==> src/rtl/alu_pkg.sv <==
// rtl/alu_pkg.sv - shared ALU op codes and datapath defaults
package alu_pkg;
  localparam int DATA_W_DEF = 32;
  localparam int REG_AW_DEF = 5;

  localparam logic [4:0] ALU_ADD = 5'd0;
  localparam logic [4:0] ALU_SUB = 5'd1;
  localparam logic [4:0] ALU_AND = 5'd2;
  localparam logic [4:0] ALU_OR  = 5'd3;
  localparam logic [4:0] ALU_XOR = 5'd4;
  localparam logic [4:0] ALU_NOR = 5'd5;
  localparam logic [4:0] ALU_SLL = 5'd6;
  localparam logic [4:0] ALU_SRL = 5'd7;
  localparam logic [4:0] ALU_SRA = 5'd8;
  localparam logic [4:0] ALU_SLT = 5'd9;
endpackage

==> src/rtl/alu_core.sv <==
// rtl/alu_core.sv - combinational ALU: result, zero and signed-overflow flag
module alu_core
  import alu_pkg::*;
#(
  parameter int DATA_W = DATA_W_DEF
) (
  input  logic [4:0]        alu_ctrl,
  input  logic              sign,
  input  logic [DATA_W-1:0] op_a,
  input  logic [DATA_W-1:0] op_b,
  input  logic [4:0]        shamt,
  output logic [DATA_W-1:0] result,
  output logic              zero,
  output logic              ovf
);
  logic [DATA_W-1:0] sum;
  logic [DATA_W-1:0] diff;
  logic              lt;
  logic              add_ovf;
  logic              sub_ovf;

  assign sum  = op_a + op_b;
  assign diff = op_a - op_b;
  assign lt   = sign ? ($signed(op_a) < $signed(op_b)) : (op_a < op_b);

  // Signed overflow: the result sign disagrees with what the operand signs allow.
  assign add_ovf = (op_a[DATA_W-1] == op_b[DATA_W-1]) && (sum[DATA_W-1] != op_a[DATA_W-1]);
  assign sub_ovf = (op_a[DATA_W-1] != op_b[DATA_W-1]) && (diff[DATA_W-1] != op_a[DATA_W-1]);

  always_comb begin
    result = '0;
    ovf    = 1'b0;
    case (alu_ctrl)
      ALU_ADD: begin
        result = sum;
        ovf    = sign & add_ovf;
      end
      ALU_SUB: begin
        result = diff;
        ovf    = sign & sub_ovf;
      end
      ALU_AND: result = op_a & op_b;
      ALU_OR:  result = op_a | op_b;
      ALU_XOR: result = op_a ^ op_b;
      ALU_NOR: result = ~(op_a | op_b);
      ALU_SLL: result = op_b << shamt;
      ALU_SRL: result = op_b >> shamt;
      ALU_SRA: result = $unsigned($signed(op_b) >>> shamt);
      ALU_SLT: result = {{(DATA_W-1){1'b0}}, lt};
      default: begin
        result = '0;
        ovf    = 1'b0;
      end
    endcase
  end

  assign zero = (result == '0);
endmodule

==> src/rtl/ex_stage.sv <==
// rtl/ex_stage.sv - execute stage with EX/MEM register, stall/flush control
module ex_stage
  import alu_pkg::*;
#(
  parameter int DATA_W = DATA_W_DEF,
  parameter int REG_AW = REG_AW_DEF
) (
  input  logic              clk,
  input  logic              reset,
  input  logic              in_valid,
  input  logic [4:0]        alu_ctrl,
  input  logic              sign,
  input  logic [DATA_W-1:0] op_a,
  input  logic [DATA_W-1:0] op_b,
  input  logic [4:0]        shamt,
  input  logic [REG_AW-1:0] in_rd,
  input  logic              in_reg_write,
  input  logic              stall,
  input  logic              flush,
  output logic              out_valid,
  output logic [DATA_W-1:0] out_result,
  output logic              out_zero,
  output logic              out_ovf,
  output logic [REG_AW-1:0] out_rd,
  output logic              out_reg_write
);
  logic [DATA_W-1:0] alu_result;
  logic              alu_zero;
  logic              alu_ovf;

  alu_core #(.DATA_W(DATA_W)) u_alu (
    .alu_ctrl (alu_ctrl),
    .sign     (sign),
    .op_a     (op_a),
    .op_b     (op_b),
    .shamt    (shamt),
    .result   (alu_result),
    .zero     (alu_zero),
    .ovf      (alu_ovf)
  );

  // An invalid slot that is not stalled enters EX/MEM as a bubble, same as flush.
  always_ff @(posedge clk or posedge reset) begin
    if (reset) begin
      out_valid     <= 1'b0;
      out_result    <= '0;
      out_zero      <= 1'b0;
      out_ovf       <= 1'b0;
      out_rd        <= '0;
      out_reg_write <= 1'b0;
    end else if (flush || (!stall && !in_valid)) begin
      out_valid     <= 1'b0;
      out_result    <= '0;
      out_zero      <= 1'b0;
      out_ovf       <= 1'b0;
      out_rd        <= '0;
      out_reg_write <= 1'b0;
    end else if (!stall) begin
      out_valid     <= 1'b1;
      out_result    <= alu_result;
      out_zero      <= alu_zero;
      out_ovf       <= alu_ovf;
      out_rd        <= in_rd;
      out_reg_write <= in_reg_write & ~alu_ovf;
    end
  end
endmodule

==> config.mk <==
export PLATFORM = sky130hd
export DESIGN_NAME = ex_stage
export DESIGN_NICKNAME = d
export VERILOG_FILES = /design/src/rtl/alu_pkg.sv /design/src/rtl/alu_core.sv /design/src/rtl/ex_stage.sv
export SDC_FILE = /design/constraint.sdc
export NUM_CORES = 1
export LEC_CHECK = 0
export BUFFER_PORTS_ARGS = -buffer_cell sky130_fd_sc_hd__clkbuf_2
export CAP_MARGIN = 5
export CORE_ASPECT_RATIO = 0.5
export CORE_MARGIN = 1
export CORE_UTILIZATION = 30
export DETAILED_ROUTE_END_ITERATION = 10
export PLACE_DENSITY_LB_ADDON = 0.25
export SETUP_SLACK_MARGIN = 0.1
export SLEW_MARGIN = 40
export SYNTH_ARGS = -nofsm -noshare
export SYNTH_HDL_FRONTEND = slang
export SYNTH_SLANG_ARGS = --single-unit
==> constraint.sdc <==
create_clock -name clk -period 0.9 [get_ports clk]
set_input_delay 0 -clock clk [delete_from_list [all_inputs] [get_ports clk]]
set_output_delay 0 -clock clk [all_outputs]
set_load 0.05 [all_outputs]
# After elaboration in Yosys (flattened, before gate mapping)
# Cells that the tools add are included.
[op_classes]
n_addsub = 2
n_lt_le_gt_ge = 2
n_eq_ne = 14
n_shift = 3
n_mux = 15
bitwise_logic = 8
reduce_logical = 8
[op_table]
columns = ["op", "count"]
rows = [
  ["$pmux 32 s10", 1],
  ["$lt 32x32->1", 2],
  ["$mux 32", 2],
  ["$add 32x32->32", 1],
  ["$and 32x32->32", 1],
  ["$logic_not 32->1", 1],
  ["$not 32->32", 1],
  ["$or 32x32->32", 1],
  ["$shl 32x5->32", 1],
  ["$shr 32x5->32", 1],
  ["$sshr 32x5->32", 1],
  ["$sub 32x32->32", 1],
  ["$xor 32x32->32", 1],
  ["$eq 5x3->1 const B", 4],
  ["$eq 5x2->1 const B", 2],
  ["$eq 5x4->1 const B", 2],
  ["$mux 5", 2],
  ["$mux 1", 9],
  ["$eq 5x1->1 const B", 1],
  ["$logic_not 5->1", 1],
  ["$and 1x1->1", 3],
  ["$logic_and 1x1->1", 3],
  ["$ne 1x1->1", 3],
  ["$logic_not 1->1", 2],
  ["other kinds (5)", 5],
]
[word_totals]
reg_bits = 41
inputBits = 86
output_inout_bits = 41
word_cells = 58

# Longest topological paths before layout
[depth]
depth_word = 9
mapped_depth = 16
depth_no_buf = 15

# Modules after synthesis
# From an unflattened synthesis, not the netlist that was laid out.
[hier_totals]
hier_cells = 1619
area_unflattened_um2 = 11910.2
[by_module_without_submodules]
columns = ["module", "n_inst", "cells_per_inst", "area_per_inst_um2", "seq_area_each_um2"]
rows = [
  ["alu_core", 1, 1437, 10053.4, 0.0],
  ["ex_stage", 1, 182, 1856.8, 1026.0],
]

# Worst setup path before layout
# No wires, ideal clock.
[synth_path]
path_kind = "input to register"
from = "input port op_b[5]"
to = "register out_zero"
setup_ns = 0.092
arrival_time_ns = 2.796
required_time_ns = 0.808
setup_slack_ns = -1.987
stages = 15
path_buffers = 2
cell_sequence = "clkbuf_1 > inv_1 > ha_1 > buf_2 > inv_1 > nor4b_1 > o21ai_0 > a31o_2 > a21oi_1 > a2bb2oi_1 > a2111oi_0 > nand3_1 > nor4_1 > nand4_1 > o31ai_2"
[synth_between]
elab_chain_len = 6
word_cells_on_any_way = 16
cone_classes = "add/sub: 2; order compare: 2; shift: 3; mux: 4; bitwise: 4; reduce/logical: 1"
[synth_rtl]
columns = ["item", "line", "text"]
rows = [
  ["start, declared", "ex_stage.sv:14", "input logic [DATA_W-1:0] op_b,"],
  ["$lt 32x32->1 / $or 32x32->32 (equally long branches)", "alu_core.sv:24, alu_core.sv:43, alu_core.sv:45", ""],
  ["$mux 1 / $not 32->32 (equally long branches)", "alu_core.sv:24, alu_core.sv:45", ""],
  ["$pmux 32 s10 *", "alu_core.sv:33", "case (alu_ctrl)"],
  ["$logic_not 32->1 *", "alu_core.sv:57", "assign zero = (result == '0);"],
  ["$mux 1 *", "ex_stage.sv:58", "end else if (!stall) begin"],
  ["$mux 1 *", "ex_stage.sv:51", "end else if (flush || (!stall && !in_valid)) begin"],
  ["end signal, assigned", "ex_stage.sv:61", "out_zero <= alu_zero;"],
  ["end, declared", "ex_stage.sv:22", "output logic out_zero,"],
]
# Every way passes the cells marked *; elsewhere a longest branch is shown, timed or not. The select of a mux whose other input is x is not followed.
# A chain may end at the register's enable or synchronous reset.

# Final worst setup path
[layout_path]
from = "input port op_a[0]"
to = "register out_zero"
[layout_between]
elab_chain_len = 6
word_cells_on_any_way = 13
cone_classes = "add/sub: 2; order compare: 2; mux: 4; bitwise: 4; reduce/logical: 1"
[layout_rtl]
columns = ["item", "line", "text"]
rows = [
  ["start, declared", "ex_stage.sv:13", "input logic [DATA_W-1:0] op_a,"],
  ["$lt 32x32->1 / $or 32x32->32 (equally long branches)", "alu_core.sv:24, alu_core.sv:43, alu_core.sv:45", ""],
  ["$mux 1 / $not 32->32 (equally long branches)", "alu_core.sv:24, alu_core.sv:45", ""],
  ["$pmux 32 s10 *", "alu_core.sv:33", ""],
  ["$logic_not 32->1 *", "alu_core.sv:57", ""],
  ["$mux 1 *", "ex_stage.sv:58", ""],
  ["$mux 1 *", "ex_stage.sv:51", ""],
]
# Marked as above.

==> run metrics <==
status=complete, but fails checks; failing checks=setup timing; Tmin final=just under 3 ns; sequential fraction of design power=between 10% and 20%; DRC=0; met3 usage=about an eighth; crit path DAT=about 3.2 ns; IO Pins=between 100 and 150; clock network power share=between 10% and 20%; CP top delay family=compound AO/OA/AOI/OAI gates; 1st-iter DRT viols=a little over 2000; Placed Instance Area=roughly 19000 um^2; commonest cells after routing, fill and taps aside=738 x buf_4, 137 x nand2_1, 111 x nor2_1; worst slew pin tran=between 0.7 and 0.8 ns; H-Tree Depth=2; Combinational Power Share=about four fifths; die area=41100 um^2; synthesized area per cell=~7.3 um^2; DR pass1 iterations=6; synth top area cells=ha_1 10%, dfrtp_1 8.5%, mux2i_1 6.6%; busiest layer in global routing=met2; fin area=between 20000 and 25000 um^2; final worst-path cycle share=331%; switching share of power=between 40% and 50%; Die W=between 200 and 300 um; dpl hpwl=between 60000 and 70000 um; Sw Pwr=around 7.8 mW; Congestion Overflow GR=0; Port-buffer cells=126; Max Clk Rate=~0.34 GHz; layout cell share with drive strength beyond 1=between 50% and 60%; row count=51; latest clock arrival within the worst-skew pair=0.28 ns; Worst Path Max Fanout=3; CTS clk-pin slew, worst paths=~0.060 ns; CP required=1.10 ns; CP Capture Type=flip-flop; Antenna Nets Post-Route=0; clock sink count=41; Buf/Inv on CP=2; # Max-Cap Violations=0; Max stage delay on crit path=0.38 ns; Max transition margin=slightly above 50%; pwr/cell area=770 nW/um^2; Leakage=10.2 nW; cts bufs inserted=5; CTS root buffer=clkbuf_16; global-route wire length before repair=between 100000 and 150000 um; Worst Skew=0 ns; Post-synth ARST share=100%; vias per cell=5.84; Final nets=2673; met1 Use GR=between 50% and 60%; final setup margin=-2.08 ns; Die Y=around 140 um; CP Class=input port to flip-flop; crit path launch type=input port; mapped cell area=12100 um^2; Wirelength per Cell=approximately 25 um; CP Cell Sequence=clkbuf_16 -> ha_4 -> fa_2 -> a21o_1 -> a221o_1 -> o211ai_1 -> buf_4 -> o211ai_1 -> and3_1 -> o22a_1 -> a221o_1 -> o21ai_1 -> nand3_1 -> nand3b_1 -> o31ai_2; Ys Warns=0; Core Util, Final=between 50 and 60%; GP Congestion=around 1.0; sequential share of the synthesized area=~8.5%; CTS tree=built; Hold/Removal Path Class=input port to flip-flop; Max IR drop VDD=0.705 mV; Mapped Nets=1845; Initial Util=30.8%; Core Area=around 39000 um^2; gr usage total=a little over a third; flop and latch count out of synthesis=41; Post-Synthesis Cells=approximately 1700; Yosys top cell area share=approximately a tenth; vias in the first global route=~17000; commonest non-fill, non-tap cell in the layout=buf_4; final setup violation count=35; Post-synth EDFFs=0; library cells used by synthesis=between 90 and 100; Final Hold Fails=0; Area Growth Syn to Fin=86.4%; fin. max-slew vios=0; initial antenna violation count=5; largest net degree at the start of global routing=42; unrepaired setup endpoints after global routing=true; main flop type after synthesis=dfrtp_1; final wirelength=75000 um; Synth area leader=ha_1; DR vias=approximately 18000; Internal Pwr Total=~9.5 mW; Crit-path slowest cell=a221o_1; M2 GR Usage=around half; Max clock buf depth=2
## Yosys cell counts (17+ instances only)
cell type	n
nand2_1	148
a211oi_1	23
mux4_2	33
a221oi_1	26
nand2b_1	17
ha_1	96
nor2_1	123
xnor2_1	17
buf_2	31
clkbuf_1	82
a21o_1	17
inv_1	109
nor2b_1	28
o211ai_1	46
nand4_1	19
o21ai_0	101
nor3_1	41
nand3_1	41
a22o_1	26
a31oi_1	21
mux2i_1	79
a22oi_1	26
mux2_2	23
dfrtp_1	41
a21oi_1	121
o22ai_1	28
## final timing paths
kind / slack, ns / cells after the start / end / start
max in group asynchronous: 0.37 / 4 / out_rd[4] / reset
min: 0.24 / 5 / out_ovf / sign
max reg2reg: 0.04 / 2 / out_result[4] / out_result[4]
max: -2.08 / 15 / out_zero / op_a[0]
min reg2reg: 0.51 / 2 / out_valid / out_valid
min in group asynchronous: 0.31 / 4 / out_result[31] / reset
## repair_timing
action	CTS	global route
hold endpoints to repair	47	0
hold buffers	7	0
setup endpoints to repair	76	76
cloned	4	0
pin swaps	116	146
resized for setup	363	193
buffers inserted	77	50
## layer usage
metal  wire length [um]  vias up  share of wire, %
li1                   -     7981                 -
met1              34400     8640                46
met2              30200      917                40
met3               8840      106                12
met4               1490        6               2.0
met5                 39        -             0.052
## cell families (layout without fill, tap and decap cells)
kind of cell	count (synthesis)	after routing	share of synthesized area (%)
DFF	41	41	8.50
other	0	1	0
muxes	142	142	15.6
AOI/OAI and AO/OA	598	598	34.4
and+or+nand+nor	520	520	21.4
xor gates and xnor gates	18	18	1.31
buffers and inverters	244	1073	8.57
adders and majority gates	98	98	10.3
## power groups by stage
| stage | registers (mW) | logic, mW | clock network, mW |
|---|---|---|---|
| finish | 1.97 | 13.6 | 1.80 |
| floorplan | 2.19 | 5.21 | 0 |
| global placement | 1.98 | 11.0 | 0 |
| CTS | 1.96 | 12.5 | 1.85 |
| global route | 1.98 | 14.1 | 1.92 |
| detailed placement | 1.98 | 11.0 | 0 |
## cell type report
class | count | area (um^2)
antenna | 1 | 2.50
clock buffer | 6 | 139
clock inverter | 2 | 13.8
fill | 3571 | 16700
inverter | 113 | 510
multi-input combinational | 1376 | 12000
sequential | 41 | 1030
tap | 530 | 663
timing repair buffer | 952 | 8090
## sequential cells by signal, summed over array words and instances, names as in the netlist
register and count:
out_zero 1, out_valid 1, out_ovf 1, out_reg_write 1, out_rd 5, out_result 32
## tightest hold or removal path, stage by stage
cell,delay (ns)
clkbuf_2,0.13
buf_4,0.16
nand3_4,0.07
buf_6,0.09
o21ai_2,0.04
## through the flow
step                power, mW  hold WS (ns)  setup WS, ns  setup TNS [ns]  std cells
floorplan                7.40       -0.0150         -1.72          -39.63       1661
finish                   17.3         0.243         -2.08          -52.80       3021
CTS                      16.3         0.256         -2.05          -50.95       2993
global placement         13.0        0.0566         -2.51          -67.58       2907
detailed placement       13.0        0.0598         -2.52          -68.32       2907
global route             18.0         0.243         -2.24          -55.60       3021
(Power assumes the default switching activity.)
